[src/rtl/fpu_bus_interface_if.sv]
// CPU byte bus plus FPU core handshake bundle for fpu_bus_interface.
// The irq signal only exists when FPU_BUS_IRQ_EN is defined.
interface fpu_bus_interface_if #(
  parameter int unsigned ADDR_W = 4
);
  logic              cs;
  logic              wr;
  logic              rd;
  logic [ADDR_W-1:0] addr;
  logic [7:0]        wr_data;
  logic [7:0]        rd_data;
  logic [31:0]       fpu_operand_a;
  logic [31:0]       fpu_operand_b;
  logic [3:0]        fpu_op;
  logic              fpu_start;
  logic              fpu_end;
  logic [31:0]       fpu_result;
  logic              fpu_ack;
`ifdef FPU_BUS_IRQ_EN
  logic              irq;
`endif

  // Register-window side (the design under this bus)
  modport slave (
    input  cs, wr, rd, addr, wr_data, fpu_end, fpu_result,
`ifdef FPU_BUS_IRQ_EN
    output irq,
`endif
    output rd_data, fpu_operand_a, fpu_operand_b, fpu_op, fpu_start, fpu_ack
  );

  // CPU and FPU core side driving the window
  modport master (
    output cs, wr, rd, addr, wr_data, fpu_end, fpu_result,
`ifdef FPU_BUS_IRQ_EN
    input  irq,
`endif
    input  rd_data, fpu_operand_a, fpu_operand_b, fpu_op, fpu_start, fpu_ack
  );
endinterface

[src/rtl/fpu_bus_interface.sv]
// Byte-wide CPU register window in front of the FPU core: assembles operands
// and opcode, runs the start/end/ack handshake, captures the result.
// Optional macro FPU_BUS_IRQ_EN adds the irq output and the irq_en control bit.
module fpu_bus_interface #(
  parameter int unsigned NUM_OPS = 13,
  parameter int unsigned ADDR_W  = 4
) (
  input  logic                 clk,
  input  logic                 arst_n,
  fpu_bus_interface_if.slave   bus
);

  localparam logic [ADDR_W-1:0] ADDR_CMD    = ADDR_W'(8);
  localparam logic [ADDR_W-1:0] ADDR_STATUS = ADDR_W'(9);
  localparam logic [ADDR_W-1:0] ADDR_RES0   = ADDR_W'(10);
  localparam logic [ADDR_W-1:0] ADDR_RES3   = ADDR_W'(13);
  localparam logic [ADDR_W-1:0] ADDR_CTRL   = ADDR_W'(14);
  localparam logic [ADDR_W-1:0] ADDR_OPB0   = ADDR_W'(4);

  typedef enum logic [1:0] {
    IF_IDLE_ST     = 2'd0,
    IF_WAIT_END_ST = 2'd1,
    IF_WAIT_ACK_ST = 2'd2
  } state_t;

  state_t      state;
  logic [31:0] opnd_a;
  logic [31:0] opnd_b;
  logic [3:0]  op;
  logic [31:0] result;
  logic        done;
  logic        error;
  logic        start;
  logic        ack;
  logic [7:0]  rd_q;
  logic        irq_en_bit;
`ifdef FPU_BUS_IRQ_EN
  logic        irq_en;
  logic        irq_q;
`endif

  logic        wr_en;
  logic        rd_en;
  logic        busy;
  logic        is_opnd;
  logic        is_cmd;
  logic        is_ctrl;
  logic        op_ok;
  logic        cmd_go;
  logic        err_set;
  logic        err_clr;
  logic        done_set;
  logic        done_clr;
  logic        opnd_wr;
  logic [7:0]  rd_mux;
  logic [1:0]  res_sel;

  // Bus decode and event qualification
  always_comb begin
    wr_en    = bus.cs & bus.wr;
    rd_en    = bus.cs & bus.rd;
    busy     = (state != IF_IDLE_ST);
    is_opnd  = (bus.addr < ADDR_CMD);
    is_cmd   = (bus.addr == ADDR_CMD);
    is_ctrl  = (bus.addr == ADDR_CTRL);
    op_ok    = (32'(bus.wr_data[3:0]) < NUM_OPS);
    cmd_go   = wr_en & is_cmd & ~busy & op_ok;
    opnd_wr  = wr_en & is_opnd & ~busy;
    err_set  = wr_en & ((busy & (is_opnd | is_cmd)) | (~busy & is_cmd & ~op_ok));
    err_clr  = wr_en & is_ctrl & bus.wr_data[0];
    done_set = (state == IF_WAIT_ACK_ST) & ~bus.fpu_end;
    done_clr = rd_en & (bus.addr == ADDR_RES3);
  end

`ifdef FPU_BUS_IRQ_EN
  assign irq_en_bit = irq_en;
`else
  assign irq_en_bit = 1'b0;
`endif

  // Read-data multiplexer for the register window
  always_comb begin
    rd_mux  = 8'h00;
    res_sel = 2'(bus.addr - ADDR_RES0);
    if (bus.addr < ADDR_OPB0) begin
      rd_mux = opnd_a[8*bus.addr[1:0] +: 8];
    end else if (is_opnd) begin
      rd_mux = opnd_b[8*bus.addr[1:0] +: 8];
    end else if (is_cmd) begin
      rd_mux = {4'h0, op};
    end else if (bus.addr == ADDR_STATUS) begin
      rd_mux = {4'h0, irq_en_bit, error, done, busy};
    end else if ((bus.addr >= ADDR_RES0) && (bus.addr <= ADDR_RES3)) begin
      rd_mux = result[8*res_sel +: 8];
    end
  end

  // Registers, status flags and the launch/handshake FSM
  always_ff @(posedge clk or negedge arst_n) begin
    if (!arst_n) begin
      state  <= IF_IDLE_ST;
      opnd_a <= 32'h0;
      opnd_b <= 32'h0;
      op     <= 4'h0;
      result <= 32'h0;
      done   <= 1'b0;
      error  <= 1'b0;
      start  <= 1'b0;
      ack    <= 1'b0;
      rd_q   <= 8'h00;
`ifdef FPU_BUS_IRQ_EN
      irq_en <= 1'b0;
      irq_q  <= 1'b0;
`endif
    end else begin
      if (rd_en) rd_q <= rd_mux;

      if (opnd_wr && (bus.addr < ADDR_OPB0)) opnd_a[8*bus.addr[1:0] +: 8] <= bus.wr_data;
      if (opnd_wr && (bus.addr >= ADDR_OPB0)) opnd_b[8*bus.addr[1:0] +: 8] <= bus.wr_data;

      // Setting wins over clearing for both sticky flags
      if (err_set)                 error <= 1'b1;
      else if (err_clr)            error <= 1'b0;
      if (done_set)                done  <= 1'b1;
      else if (cmd_go || done_clr) done  <= 1'b0;

`ifdef FPU_BUS_IRQ_EN
      if (wr_en && is_ctrl && bus.wr_data[1]) irq_en <= 1'b1;
      irq_q <= done & irq_en;
`endif

      case (state)
        IF_IDLE_ST: begin
          if (cmd_go) begin
            op    <= bus.wr_data[3:0];
            start <= 1'b1;
            state <= IF_WAIT_END_ST;
          end
        end
        IF_WAIT_END_ST: begin
          if (bus.fpu_end) begin
            result <= bus.fpu_result;
            start  <= 1'b0;
            ack    <= 1'b1;
            state  <= IF_WAIT_ACK_ST;
          end
        end
        IF_WAIT_ACK_ST: begin
          if (!bus.fpu_end) begin
            ack   <= 1'b0;
            state <= IF_IDLE_ST;
          end
        end
        default: state <= IF_IDLE_ST;
      endcase
    end
  end

  assign bus.rd_data       = rd_q;
  assign bus.fpu_operand_a = opnd_a;
  assign bus.fpu_operand_b = opnd_b;
  assign bus.fpu_op        = op;
  assign bus.fpu_start     = start;
  assign bus.fpu_ack       = ack;
`ifdef FPU_BUS_IRQ_EN
  assign bus.irq           = irq_q;
`endif

endmodule
[src/flat_wrapper.sv]
// flat-port wrapper written by rule: the top's interface ports become plain ports
module fpu_bus_interface_flat 
#(
  parameter int unsigned NUM_OPS = 13,
  parameter int unsigned ADDR_W  = 4
)
  (clk, arst_n, bus_cs, bus_wr, bus_rd, bus_addr, bus_wr_data, bus_fpu_end, bus_fpu_result, bus_rd_data, bus_fpu_operand_a, bus_fpu_operand_b, bus_fpu_op, bus_fpu_start, bus_fpu_ack);
  fpu_bus_interface_if #(.ADDR_W(ADDR_W)) bus_i ();
  input  logic clk;
  input  logic arst_n;
  input wire logic [$bits(bus_i.cs)-1:0] bus_cs;
  input wire logic [$bits(bus_i.wr)-1:0] bus_wr;
  input wire logic [$bits(bus_i.rd)-1:0] bus_rd;
  input wire logic [$bits(bus_i.addr)-1:0] bus_addr;
  input wire logic [$bits(bus_i.wr_data)-1:0] bus_wr_data;
  input wire logic [$bits(bus_i.fpu_end)-1:0] bus_fpu_end;
  input wire logic [$bits(bus_i.fpu_result)-1:0] bus_fpu_result;
  output wire logic [$bits(bus_i.rd_data)-1:0] bus_rd_data;
  output wire logic [$bits(bus_i.fpu_operand_a)-1:0] bus_fpu_operand_a;
  output wire logic [$bits(bus_i.fpu_operand_b)-1:0] bus_fpu_operand_b;
  output wire logic [$bits(bus_i.fpu_op)-1:0] bus_fpu_op;
  output wire logic [$bits(bus_i.fpu_start)-1:0] bus_fpu_start;
  output wire logic [$bits(bus_i.fpu_ack)-1:0] bus_fpu_ack;
  assign bus_i.cs = bus_cs;
  assign bus_i.wr = bus_wr;
  assign bus_i.rd = bus_rd;
  assign bus_i.addr = bus_addr;
  assign bus_i.wr_data = bus_wr_data;
  assign bus_i.fpu_end = bus_fpu_end;
  assign bus_i.fpu_result = bus_fpu_result;
  assign bus_rd_data = bus_i.rd_data;
  assign bus_fpu_operand_a = bus_i.fpu_operand_a;
  assign bus_fpu_operand_b = bus_i.fpu_operand_b;
  assign bus_fpu_op = bus_i.fpu_op;
  assign bus_fpu_start = bus_i.fpu_start;
  assign bus_fpu_ack = bus_i.fpu_ack;
  fpu_bus_interface #(.NUM_OPS(NUM_OPS), .ADDR_W(ADDR_W)) u_core (.clk(clk), .arst_n(arst_n), .bus(bus_i));
endmodule
[config.mk]
export PLATFORM = sky130hd
export DESIGN_NAME = fpu_bus_interface_flat
export DESIGN_NICKNAME = d
export VERILOG_FILES = /design/src/rtl/fpu_bus_interface_if.sv /design/src/rtl/fpu_bus_interface.sv /design/src/flat_wrapper.sv
export SDC_FILE = /design/constraint.sdc
export NUM_CORES = 1
export LEC_CHECK = 0
export BUFFER_PORTS_ARGS = -buffer_cell sky130_fd_sc_hd__buf_4
export CAP_MARGIN = 20
export CORE_MARGIN = 2
export CORE_UTILIZATION = 30
export DETAILED_ROUTE_END_ITERATION = 10
export PLACE_DENSITY = 0.58
export SLEW_MARGIN = 5
export SYNTH_ARGS = -nofsm -noshare
export SYNTH_HDL_FRONTEND = slang
export SYNTH_SLANG_ARGS = --single-unit
[constraint.sdc]
create_clock -name clk -period 1.6 [get_ports clk]
set_input_delay 0.08 -clock clk [delete_from_list [all_inputs] [get_ports clk]]
set_output_delay 0.08 -clock clk [all_outputs]
set_load 0.05 [all_outputs]
==> results.cfg <==
[final_layout]
drive_above_1_share_pct = 36.6
nets = 730
fin_cells = 915
syn_to_final_growth_pct = 45.5
final_util_pct = 44.2
diodes = 0
final_area_mm2 = 0.00785

[cts]
cts_setup_buffers = 0
cts_tree = built
cts_inserted_buffers = 17
cts_max_level = 4
cts_max_path_buffers = 2
clock_sinks = 114
clkTransAtPathRegs_ns = 0.05
worstSkewPairLatency_ns = 0.42
cts-root-buf = clkbuf_16

[setup_path]
rr_worst_depth = 3
r2r-end = u_core.bus.rd_data[2]$_DFFE_PN0P_
cp_top_family = buffers and inverters
cpPeakStageDelay_ns = 0.54
path_max_fanout = 6
crit_chain = dlygate4sd3_1, buf_4, o211a_1, or3_4, mux2_4
cp.required_ns = 1.90
crit_arrival_ns = 1.81
regToRegStartpoint = u_core.result[10]$_DFFE_PN0P_
cp_slowest_cell = dlygate4sd3_1
crit_buf_inv = 2
crit_path_start_kind = input pin
crit_type = in2reg
regToRegSetupSlack_ns = 0.13
end_kind = flop

[sta]
period_share_pct = 94.6
setup_viol = 0
fin_tns_setup_ns = 0
slew_headroom_pct = 64.3
fin_crit_ns = 1.51
worst_slack_ns = 0.0857
max_freq_ghz = 0.660
finalHoldViolCount = 0
finClkSkew_ns = 0.00862
worst_pin_slew_ns = 0.534
fin_hold_ws_ns = 0.0474
slew_violations = 0
rsz0062_at_grt = no

[grt]
grt_max_degree = 45
grt_pass1_vias = 4610
grt_overflow_total = 0
grt_usage_pct = 17.5
grt_pass1_wl_mm = 25.9
antenna_found_initial = 0

[floorplan]
dieHeight_um = 138
core.rowCount = 49
die_x_um = 138
ios = 128
start_util_pct = 30.3
dieArea_mm2 = 0.0191
fp.coreArea_mm2 = 0.0178

[outcome]
outcome = completed

[worst_hold_path]
whs_path_depth = 4
worstHoldStart = bus_cs
hold_end = u_core.error$_DFFE_PN0P_
hp-class = in2reg

[place]
io_buffers = 127
dp_cells = 842
placed_area_mm2 = 0.00678
dp_hpwl_mm = 12.5
place_congestion = 0.889
place_ws_ns = -0.0104

[drt]
firstDrtPassIters = 5
drc = 0
wirelength_mm = 16.5
first_iter_violations = 235
postRouteAntennaNets = 0
wl_per_cell_um = 18.0
via_per_inst = 5.00
dr_total_vias = 4576

[synth]
synth_edf_count = 0
syn_area_per_cell_um2 = 11.2
ys_seq_area_share_pct = 52.9
async_flop_share_pct = 100
synth_compound_area_share_pct = 12.2
syn_inst = 481
synthXorXnorAreaFrac_pct = 0
synthAdderAreaFrac_pct = 1.16
synthesis.nets = 536
muxShareOfSynthArea_pct = 17.7
synth_top_family_by_area = multiplexers
synth_simple_gate_area_share_pct = 12.7
yosysWarnings = 0
synth_flop_cell = dfrtp_1
synth_area_mm2 = 0.00539
synth_cell_types = 44
ys_ff_latch = 114

[pwr]
power_density_mw_per_mm2 = 1190
peakVddDrop_v = 0.000855
p_leak_nw = 3.64
power.total_mw = 9.33

[run]
max-cap-violations = 0
[cell families after synthesis]
group	after synthesis
DFF	114
adders and majority gates	5
buffers and inverters	31
AOI/OAI and AO/OA	114
muxes	68
and+or+nand+nor	149
[per-layer routing]
metal / global-route usage (%) / up-vias / wire length, µm
li1: - / 2129 / -
met1: 23.4 / 2250 / 7200
met2: 27.3 / 174 / 7790
met3: 5.68 / 23 / 1300
met4: 5.26 / 0 / 200
met5: 0 / - / 0
[worst register-to-register path, delay by kind of cell (launching register included)]
family	cells	cell delay (ns)
multiplexers	1	0.49
AO/OA/AOI/OAI	2	0.49
flip-flops	1	0.37
[flip-flops by register name (all words and copies together) (netlist names)]
signal,cells
u_core.result,32
u_core.bus.fpu_operand_b,32
u_core.error,1
u_core.bus.fpu_operand_a,32
u_core.bus.fpu_op,4
u_core.bus.fpu_ack,1
u_core.state,2
u_core.bus.rd_data,8
u_core.done,1
u_core.bus.fpu_start,1
[synthesized netlist by cell type (all sizes together) (6+ instances only)]
library cell  number  area share, %
dfrtp            114             53
nand2            110            7.7
o21ai             81            7.5
mux2              37            8.0
buf               16            2.3
mux4              16            7.0
mux2i             15            2.8
clkbuf            10           0.70
nand4             10            1.2
a31oi              6           0.70
nor2               6           0.56
[report_power, final]
| part | switching, mW | internal, mW |
|---|---|---|
| Clock | 1.31 | 2.75 |
| Combinational | 1.02 | 0.772 |
| Sequential | 0.249 | 3.24 |
[worst max-delay path by stage]
| stage | slack, ns | end | startpoint | depth (start not counted) |
|---|---|---|---|---|
| floorplan | 0.01 | u_core.bus.rd_data[0]$_DFFE_PN0P_ | bus_addr[1] | 8 |
| global placement | 0.08 | u_core.bus.rd_data[6]$_DFFE_PN0P_ | bus_addr[0] | 8 |
| detailed placement | -0.01 | u_core.bus.rd_data[3]$_DFFE_PN0P_ | bus_addr[0] | 8 |
| CTS | 0.01 | u_core.bus.fpu_op[3]$_DFFE_PN0P_ | bus_wr_data[1] | 5 |
| global route | 0.06 | u_core.bus.fpu_op[2]$_DFFE_PN0P_ | bus_wr_data[1] | 5 |
| finish | 0.09 | u_core.bus.fpu_op[3]$_DFFE_PN0P_ | bus_wr_data[1] | 5 |
[repair_timing]
action	CTS	global route
endpoints found under the setup margin	0	5
resized for setup	0	1
hold buffers	43	0
endpoints found under the hold margin	113	0
[cell usage in the layout (no fill, tap or decap), types with 3 or more instances in the layout]
cell | Yosys | final
buf_12 | 0 | 5
mux2_4 | 4 | 4
a31oi_1 | 6 | 6
a221oi_1 | 5 | 5
mux4_2 | 12 | 12
buf_4 | 2 | 153
nor3b_2 | 3 | 3
clkbuf_8 | 0 | 4
inv_1 | 4 | 4
clkbuf_16 | 0 | 17
o211ai_1 | 5 | 5
o21ai_0 | 78 | 77
mux2_2 | 33 | 33
dlygate4sd3_1 | 0 | 43
dfrtp_1 | 114 | 114
and2_1 | 3 | 3
mux4_1 | 4 | 4
nand2b_1 | 3 | 3
nor2_1 | 5 | 5
mux2i_1 | 15 | 15
bufinv_16 | 0 | 4
nand2_1 | 110 | 110
a21boi_0 | 3 | 3
a21oi_1 | 3 | 3
nand4_1 | 10 | 10
ha_1 | 5 | 4
o21ai_1 | 3 | 3
nand3_1 | 5 | 5
[area by class of cell]
type / instances / area, µm²
clock buffers: 21 / 480
clock inverters: 9 / 154
fillers: 1681 / 9930
inverters: 5 / 18.8
multi-input cells: 336 / 2380
flip-flops and latches: 114 / 2850
well taps: 229 / 287
repair buffers: 201 / 1680
(Power assumes the default switching activity.)
